$ cat config.mk
export PLATFORM = sky130hd
export DESIGN_NAME = hex_scan_controller
export DESIGN_NICKNAME = d
export VERILOG_FILES = /design/src/rtl/hex_scan_pkg.sv /design/src/rtl/hex_scan_controller_prescaler.sv /design/src/rtl/hex_scan_controller.sv
export SDC_FILE = /design/constraint.sdc
export NUM_CORES = 1
export LEC_CHECK = 0
export ABC_AREA = 1
export ABC_CLOCK_PERIOD_IN_PS = 3500
export CAP_MARGIN = 20
export CELL_PAD_IN_SITES_DETAIL_PLACEMENT = 1
export CELL_PAD_IN_SITES_GLOBAL_PLACEMENT = 1
export CORE_MARGIN = 4
export CORE_UTILIZATION = 44
export DETAILED_ROUTE_END_ITERATION = 10
export PLACE_DENSITY_LB_ADDON = 0.1
export SYNTH_ARGS = -nofsm -noshare
export SYNTH_HDL_FRONTEND = slang
export SYNTH_SLANG_ARGS = --single-unit
$ cat constraint.sdc
create_clock -name Clk -period 3.5 [get_ports Clk]
set_input_delay 0.7 -clock Clk [delete_from_list [all_inputs] [get_ports Clk]]
set_output_delay 0.7 -clock Clk [all_outputs]
set_load 0.01 [all_outputs]
$ cat src/rtl/hex_scan_pkg.sv
// hex_scan_pkg: shared types, default timing constants and helpers for the
// hex digit scanner.
//   scan_state_t : slot phase (dead-time gap or digit shown)
//   DEF_SCAN_DIV : default clock cycles per digit slot
//   DEF_GAP_CYC  : default dead-time cycles at the start of each slot
//   msd_index()  : index of the most significant nonzero nibble, 0 if none
//                  (used only when HEX_SCAN_LZB_EN is defined)
package hex_scan_pkg;

  typedef enum logic {S_GAP, S_SHOW} scan_state_t;

  localparam int unsigned DEF_SCAN_DIV = 50000;
  localparam int unsigned DEF_GAP_CYC  = 500;

  // Scans up to 8 nibbles; nibbles at or above 'digits' are ignored.
  function automatic int unsigned msd_index(input logic [31:0] value,
                                            input int unsigned digits);
    int unsigned idx;
    idx = 0;
    for (int unsigned i = 0; i < 8; i++) begin
      if (i < digits && value[4*i +: 4] != 4'h0) idx = i;
    end
    return idx;
  endfunction

endpackage

$ cat src/rtl/hex_scan_controller_prescaler.sv
// scan_prescaler: digit-slot timer for the hex scanner.
//   clk, reset : system clock, synchronous active-high reset
//   in_gap     : the slot position reached on the next edge is inside the
//                dead-time gap (count < GAP_CYC)
//   slot_end   : current count is the last cycle of the slot (SCAN_DIV-1)
module scan_prescaler
  import hex_scan_pkg::*;
#(
  parameter int unsigned SCAN_DIV = DEF_SCAN_DIV,
  parameter int unsigned GAP_CYC  = DEF_GAP_CYC
) (
  input  logic clk,
  input  logic reset,
  output logic in_gap,
  output logic slot_end
);

  localparam int unsigned CNT_W = (SCAN_DIV > 2) ? $clog2(SCAN_DIV) : 1;

  logic [CNT_W-1:0] cnt;
  logic [CNT_W-1:0] cnt_next;

  // in_gap looks at the next count so the top can register its outputs
  // from next-state values and have them line up with the counter.
  always_comb begin
    slot_end = (cnt == CNT_W'(SCAN_DIV - 1));
    cnt_next = slot_end ? '0 : cnt + 1'b1;
    in_gap   = (cnt_next < CNT_W'(GAP_CYC));
  end

  always_ff @(posedge clk) begin
    if (reset) cnt <= '0;
    else       cnt <= cnt_next;
  end

endmodule

$ cat src/rtl/hex_scan_controller.sv
// hex_scan_controller: time-multiplexed digit scanner feeding a
// hex-to-7-segment decoder.
//   Clk, Reset : system clock, synchronous active-high reset
//   Load       : one-cycle strobe, captures Data into the shadow register
//   Data       : 4*DIGITS value, nibble i shown on digit i
//   Nibble     : nibble of the enabled digit (decoder input)
//   DigitSel   : active-low one-hot digit enable, all ones during the gap
//   Blank      : high during the gap or while no digit is enabled
//   FramePulse : one-cycle pulse as the digit index wraps to 0
// Optional: define HEX_SCAN_LZB_EN for leading-zero blanking.
module hex_scan_controller
  import hex_scan_pkg::*;
#(
  parameter int unsigned DIGITS   = 4,
  parameter int unsigned SCAN_DIV = DEF_SCAN_DIV,
  parameter int unsigned GAP_CYC  = DEF_GAP_CYC
) (
  input  logic                  Clk,
  input  logic                  Reset,
  input  logic                  Load,
  input  logic [4*DIGITS-1:0]   Data,
  output logic [3:0]            Nibble,
  output logic [DIGITS-1:0]     DigitSel,
  output logic                  Blank,
  output logic                  FramePulse
);

  localparam int unsigned IDX_W = (DIGITS > 1) ? $clog2(DIGITS) : 1;

  logic                in_gap;
  logic                slot_end;
  logic                frame_wrap;
  logic                visible;
  logic [IDX_W-1:0]    idx;
  logic [IDX_W-1:0]    idx_next;
  logic [4*DIGITS-1:0] shadow;
  logic [4*DIGITS-1:0] display;
  logic [4*DIGITS-1:0] display_next;
  scan_state_t         state;
  scan_state_t         state_next;

  scan_prescaler #(
    .SCAN_DIV (SCAN_DIV),
    .GAP_CYC  (GAP_CYC)
  ) u_prescaler (
    .clk      (Clk),
    .reset    (Reset),
    .in_gap   (in_gap),
    .slot_end (slot_end)
  );

  always_comb begin
    frame_wrap = slot_end && (idx == IDX_W'(DIGITS - 1));

    idx_next = idx;
    if (slot_end) idx_next = frame_wrap ? '0 : idx + 1'b1;

    // A Load on the frame-boundary edge bypasses the shadow so the new
    // value is shown in the frame that starts right now.
    display_next = display;
    if (frame_wrap) display_next = Load ? Data : shadow;

    state_next = in_gap ? S_GAP : S_SHOW;

`ifdef HEX_SCAN_LZB_EN
    visible = (int unsigned'(idx_next) <= msd_index(32'(display_next), DIGITS));
`else
    visible = 1'b1;
`endif
  end

  always_ff @(posedge Clk) begin
    if (Reset) begin
      idx        <= '0;
      shadow     <= '0;
      display    <= '0;
      state      <= S_GAP;
      Nibble     <= 4'h0;
      DigitSel   <= '1;
      Blank      <= 1'b1;
      FramePulse <= 1'b0;
    end else begin
      if (Load) shadow <= Data;
      display    <= display_next;
      idx        <= idx_next;
      state      <= state_next;
      FramePulse <= frame_wrap;
      // Outputs come from next-state values so they change on the same
      // edge as the slot counter; Nibble holds through gaps and blanked slots.
      if (state_next == S_SHOW && visible) begin
        DigitSel <= ~(DIGITS'(1) << idx_next);
        Nibble   <= display_next[4*idx_next +: 4];
        Blank    <= 1'b0;
      end else begin
        DigitSel <= '1;
        Blank    <= 1'b1;
      end
    end
  end

  always_ff @(posedge Clk) begin
    if (!Reset) begin
      assert (state == S_SHOW || DigitSel == '1)
        else $error("digit enabled during gap");
    end
  end

endmodule

==> flow_summary_export.csv <==
group,metric,value,unit
drt,num_vias,2940,
synth,ys_async_sr_fraction,0,%
synth,ys_types,29,
drt,routed_wl,8.208,mm
clock_network,cts_resized,0,
clock_network,clk_pin_slew,0.07,ns
final_layout,drive_gt1_share,8.589,%
clock_network,cts.sinks,60,
drt,wl_per_cell,14.03,um
critical_path,crit_path_cell_trace,"clkdlybuf4s50_1 -> buf_4 -> o21ai_0 -> nand4_1 -> nand3_2 -> nand2_1 -> nand2_1 -> nand2_1 -> nand3_1 -> nand2_1",
sta,relSlewSlack,42.31,%
final_layout,insertedDiodeCount,0,
power_and_ir_drop,pwr-share-seq,50.3,%
critical_path,end_kind,"flop",
synth,syn-num-nets,482,
die,die_x,91.44,um
global_route,grt_pass1_wl,14.18,mm
die,start_util,45.08,%
outcome,status,"complete, no violations",
critical_path,crit_cells,10,
clock_network,tritoncts,"done",
drt,ant_nets,0,
clock_network,insertion_delay,0.34,ns
critical_path,slowest_stage,"clkdlybuf4s50_1",
sta,tns,0,ns
synth,synth_cells,461,
place,dpl.hpwl,6.079,mm
sta,min_period,2.499,ns
sta,tightest_slew,0.8627,ns
flow_run,max_cap_viol_count,0,
die,num_rows,30,
hold_path,hold_depth,1,
critical_path,r2r_cells,10,
critical_path,path_class,"input port to flop",
hold_path,hold_class,"flop to flop",
power_and_ir_drop,pwr_density_cell,390.7,mW/mm2
critical_path,cp_top_family,"buffers and inverters",
sta,post-route-period-util,71.39,%
clock_network,root_buffer,"clkbuf_8",
synth,synth.largest_area_cell,"dfxtp_1",
synth,synth_top_area_share,39.22,%
synth,synth_area_leaders,"dfxtp_1, nand2_1, nor2_1",
place,place_congestion,0.8089,
synth,synth_most_common_cell,"nand2_1",
power_and_ir_drop,intPower,0.001089,W
power_and_ir_drop,ir_drop,0.3016,mV
sta,fin_skew,0.01070,ns
global_route,grt_max_degree,50,
die,die_h,91.44,um
clock_network,hold_buffers,0,
clock_network,htreeDepth,3,
die,coreArea,0.006794,mm2
sta,hold_violations,0,
critical_path,crit_fanout,29,
critical_path,cp.arrival,2.73,ns
power_and_ir_drop,p_comb_share,5.2,%
clock_network,post_cts_buffers,0,
place,io_buffer_count,28,
sta,setup_viol,0,
critical_path,critPathMaxStageDelay,0.86,ns
synth,seq_area_frac_synth,39.22,%
synth,syn_area_per_cell,6.644,um2
clock_network,cts_inserted_buffers,9,
global_route,grt_antenna_before_repair,0,
synth,ys_seq_elements,60,
drt,vias_per_cell,5.026,
power_and_ir_drop,p_sw,0.0003105,W
synth,synth_warnings,0,
die,ios,29,
synth,synth.cell_area,0.003063,mm2
critical_path,required,3.73,ns
synth,synthFlopType,"dfxtp_1",
synth,synth-edff-count,0,
drt,drc_errors,0,
global_route,grt_pass1_vias,3007,
power_and_ir_drop,clockPowerShare,44.6,%
sta,grt_setup_unrepaired,"no",
die,fp.dieArea,0.008360,mm2
synth,synth.top_cells.by_count,"nand2_1, nor2_1, inv_1",
clock_network,clockBufferDepth,2,
global_route,track_usage,21.23,%
critical_path,crit_path_start_kind,"input port",
drt,firstDrtPassIters,4,
global_route,grt_overflow,0,
final_layout,fill_cells,916,
critical_path,ff2ff_setup_slack,1.10,ns
place,place_area,0.003392,mm2
final_layout,final_area,0.003582,mm2
final_layout,fin_nets,507,
sta,fmax,400.2,MHz
critical_path,cpMostUsedCell,"nand2_1",
power_and_ir_drop,switching_share,22.19,%
drt,drtIter0Drc,94,
critical_path,timing.critical_path.buf_inv,2,
final_layout,area_growth,16.95,%
power_and_ir_drop,power.leakage,1.672,nW
sta,final_max_slew_viol_count,0,
-- worst reg2reg max path: stages, from the launching register on --
cell and delay, ns:
dfxtp_1 0.36, ha_1 0.24, nand3_2 0.17, nor2_4 0.56, nand2_4 0.20, nand3_1 0.17, nand3_1 0.12, inv_1 0.15
nand3_1 0.17, nand4_1 0.12, nand2_1 0.06
-- sequential cells by signal (all words and copies together) (netlist names) --
name	count
Blank	1
DigitSel	4
FramePulse	1
Nibble	4
display	16
idx	2
shadow	16
u_prescaler.cnt	16
-- worst paths after layout --
| path | from | to |
|---|---|---|
| worst max-delay path | Load | Nibble[2] |
| worst min-delay path | u_prescaler.cnt[0] | u_prescaler.cnt[0] |
| worst max register to register | u_prescaler.cnt[0] | Nibble[1] |
| worst min register to register | u_prescaler.cnt[0] | u_prescaler.cnt[0] |
-- power groups by stage --
| stage | sequential [W] | clock [W] | combinational [W] |
|---|---|---|---|
| floorplan | 0.000717 | 0 | 0.0000406 |
| global placement | 0.000718 | 0 | 0.0000707 |
| CTS | 0.000703 | 0.000635 | 0.0000737 |
| finish | 0.000704 | 0.000624 | 0.0000724 |
| global route | 0.000705 | 0.000667 | 0.0000830 |
| detailed placement | 0.000719 | 0 | 0.0000730 |
-- kinds of logic (layout without fill, tap and decap cells) --
kind of cell | after synthesis | count (layout) | share of synthesized area, %
AO/OA/AOI/OAI | 20 | 20 | 3.799
XOR/XNOR | 1 | 1 | 0.2860
adder cells (fa/ha/maj) | 2 | 2 | 0.8169
buffers and inverters | 83 | 111 | 11.19
flip-flops | 60 | 60 | 39.22
AND/OR/NAND/NOR | 295 | 295 | 44.69
-- layout make-up --
type / count / area (um2) / share of cell area, %
Clock buffer: 12 / 155.1 / 4.331
Clock inverter: 2 / 35.03 / 0.9780
Multi-Input combinational cell: 318 / 1519 / 42.40
Tap cell: 96 / 120.1 / 3.353
Sequential cell: 60 / 1201 / 33.53
Timing Repair Buffer: 31 / 302.8 / 8.453
Inverter: 66 / 249.0 / 6.951
-- per-stage QoR --
step	total power, W	setup slack (ns)	util (%)	hold slack [ns]	std cells
global route	0.001455	0.7684	52.73	0.4897	585
detailed placement	0.0007917	0.6329	49.93	0.4421	571
CTS	0.001412	0.9973	52.73	0.4579	585
floorplan	0.0007575	1.753	-	0.4175	461
finish	0.001399	1.001	52.73	0.4513	585
global placement	0.0007888	0.7284	49.93	0.4312	571
-- routing by layer --
metal	up-vias	GRT usage, %	wire length [um]	part of all wire [%]
met4	0	9.171	176	2.1
li1	1491	-	-	-
met3	12	2.651	165	2.0
met5	-	0	0	0
met1	1401	24.44	3537	43
met2	36	38.89	4329	53
-- cell usage in the layout (no fill, tap or decap) --
master / count
and2_1: 1
and2b_1: 1
nand3_1: 34
clkinv_2: 2
nand2_4: 1
o21bai_1: 2
xor2_1: 1
nand3_4: 2
nor3_1: 2
nor2_8: 1
clkdlybuf4s50_1: 28
nand4_1: 27
clkinv_1: 1
inv_1: 62
buf_4: 3
nor2_4: 1
nand3_2: 10
ha_1: 2
o21ai_0: 17
nor2_2: 3
nand2_1: 128
inv_2: 2
clkbuf_1: 1
nor2_1: 79
o21ai_4: 1
dfxtp_1: 60
nor3b_1: 1
clkbuf_8: 11
nand2_2: 4
bufinv_16: 1
No activity file was read; power rests on OpenSTA's default activity.
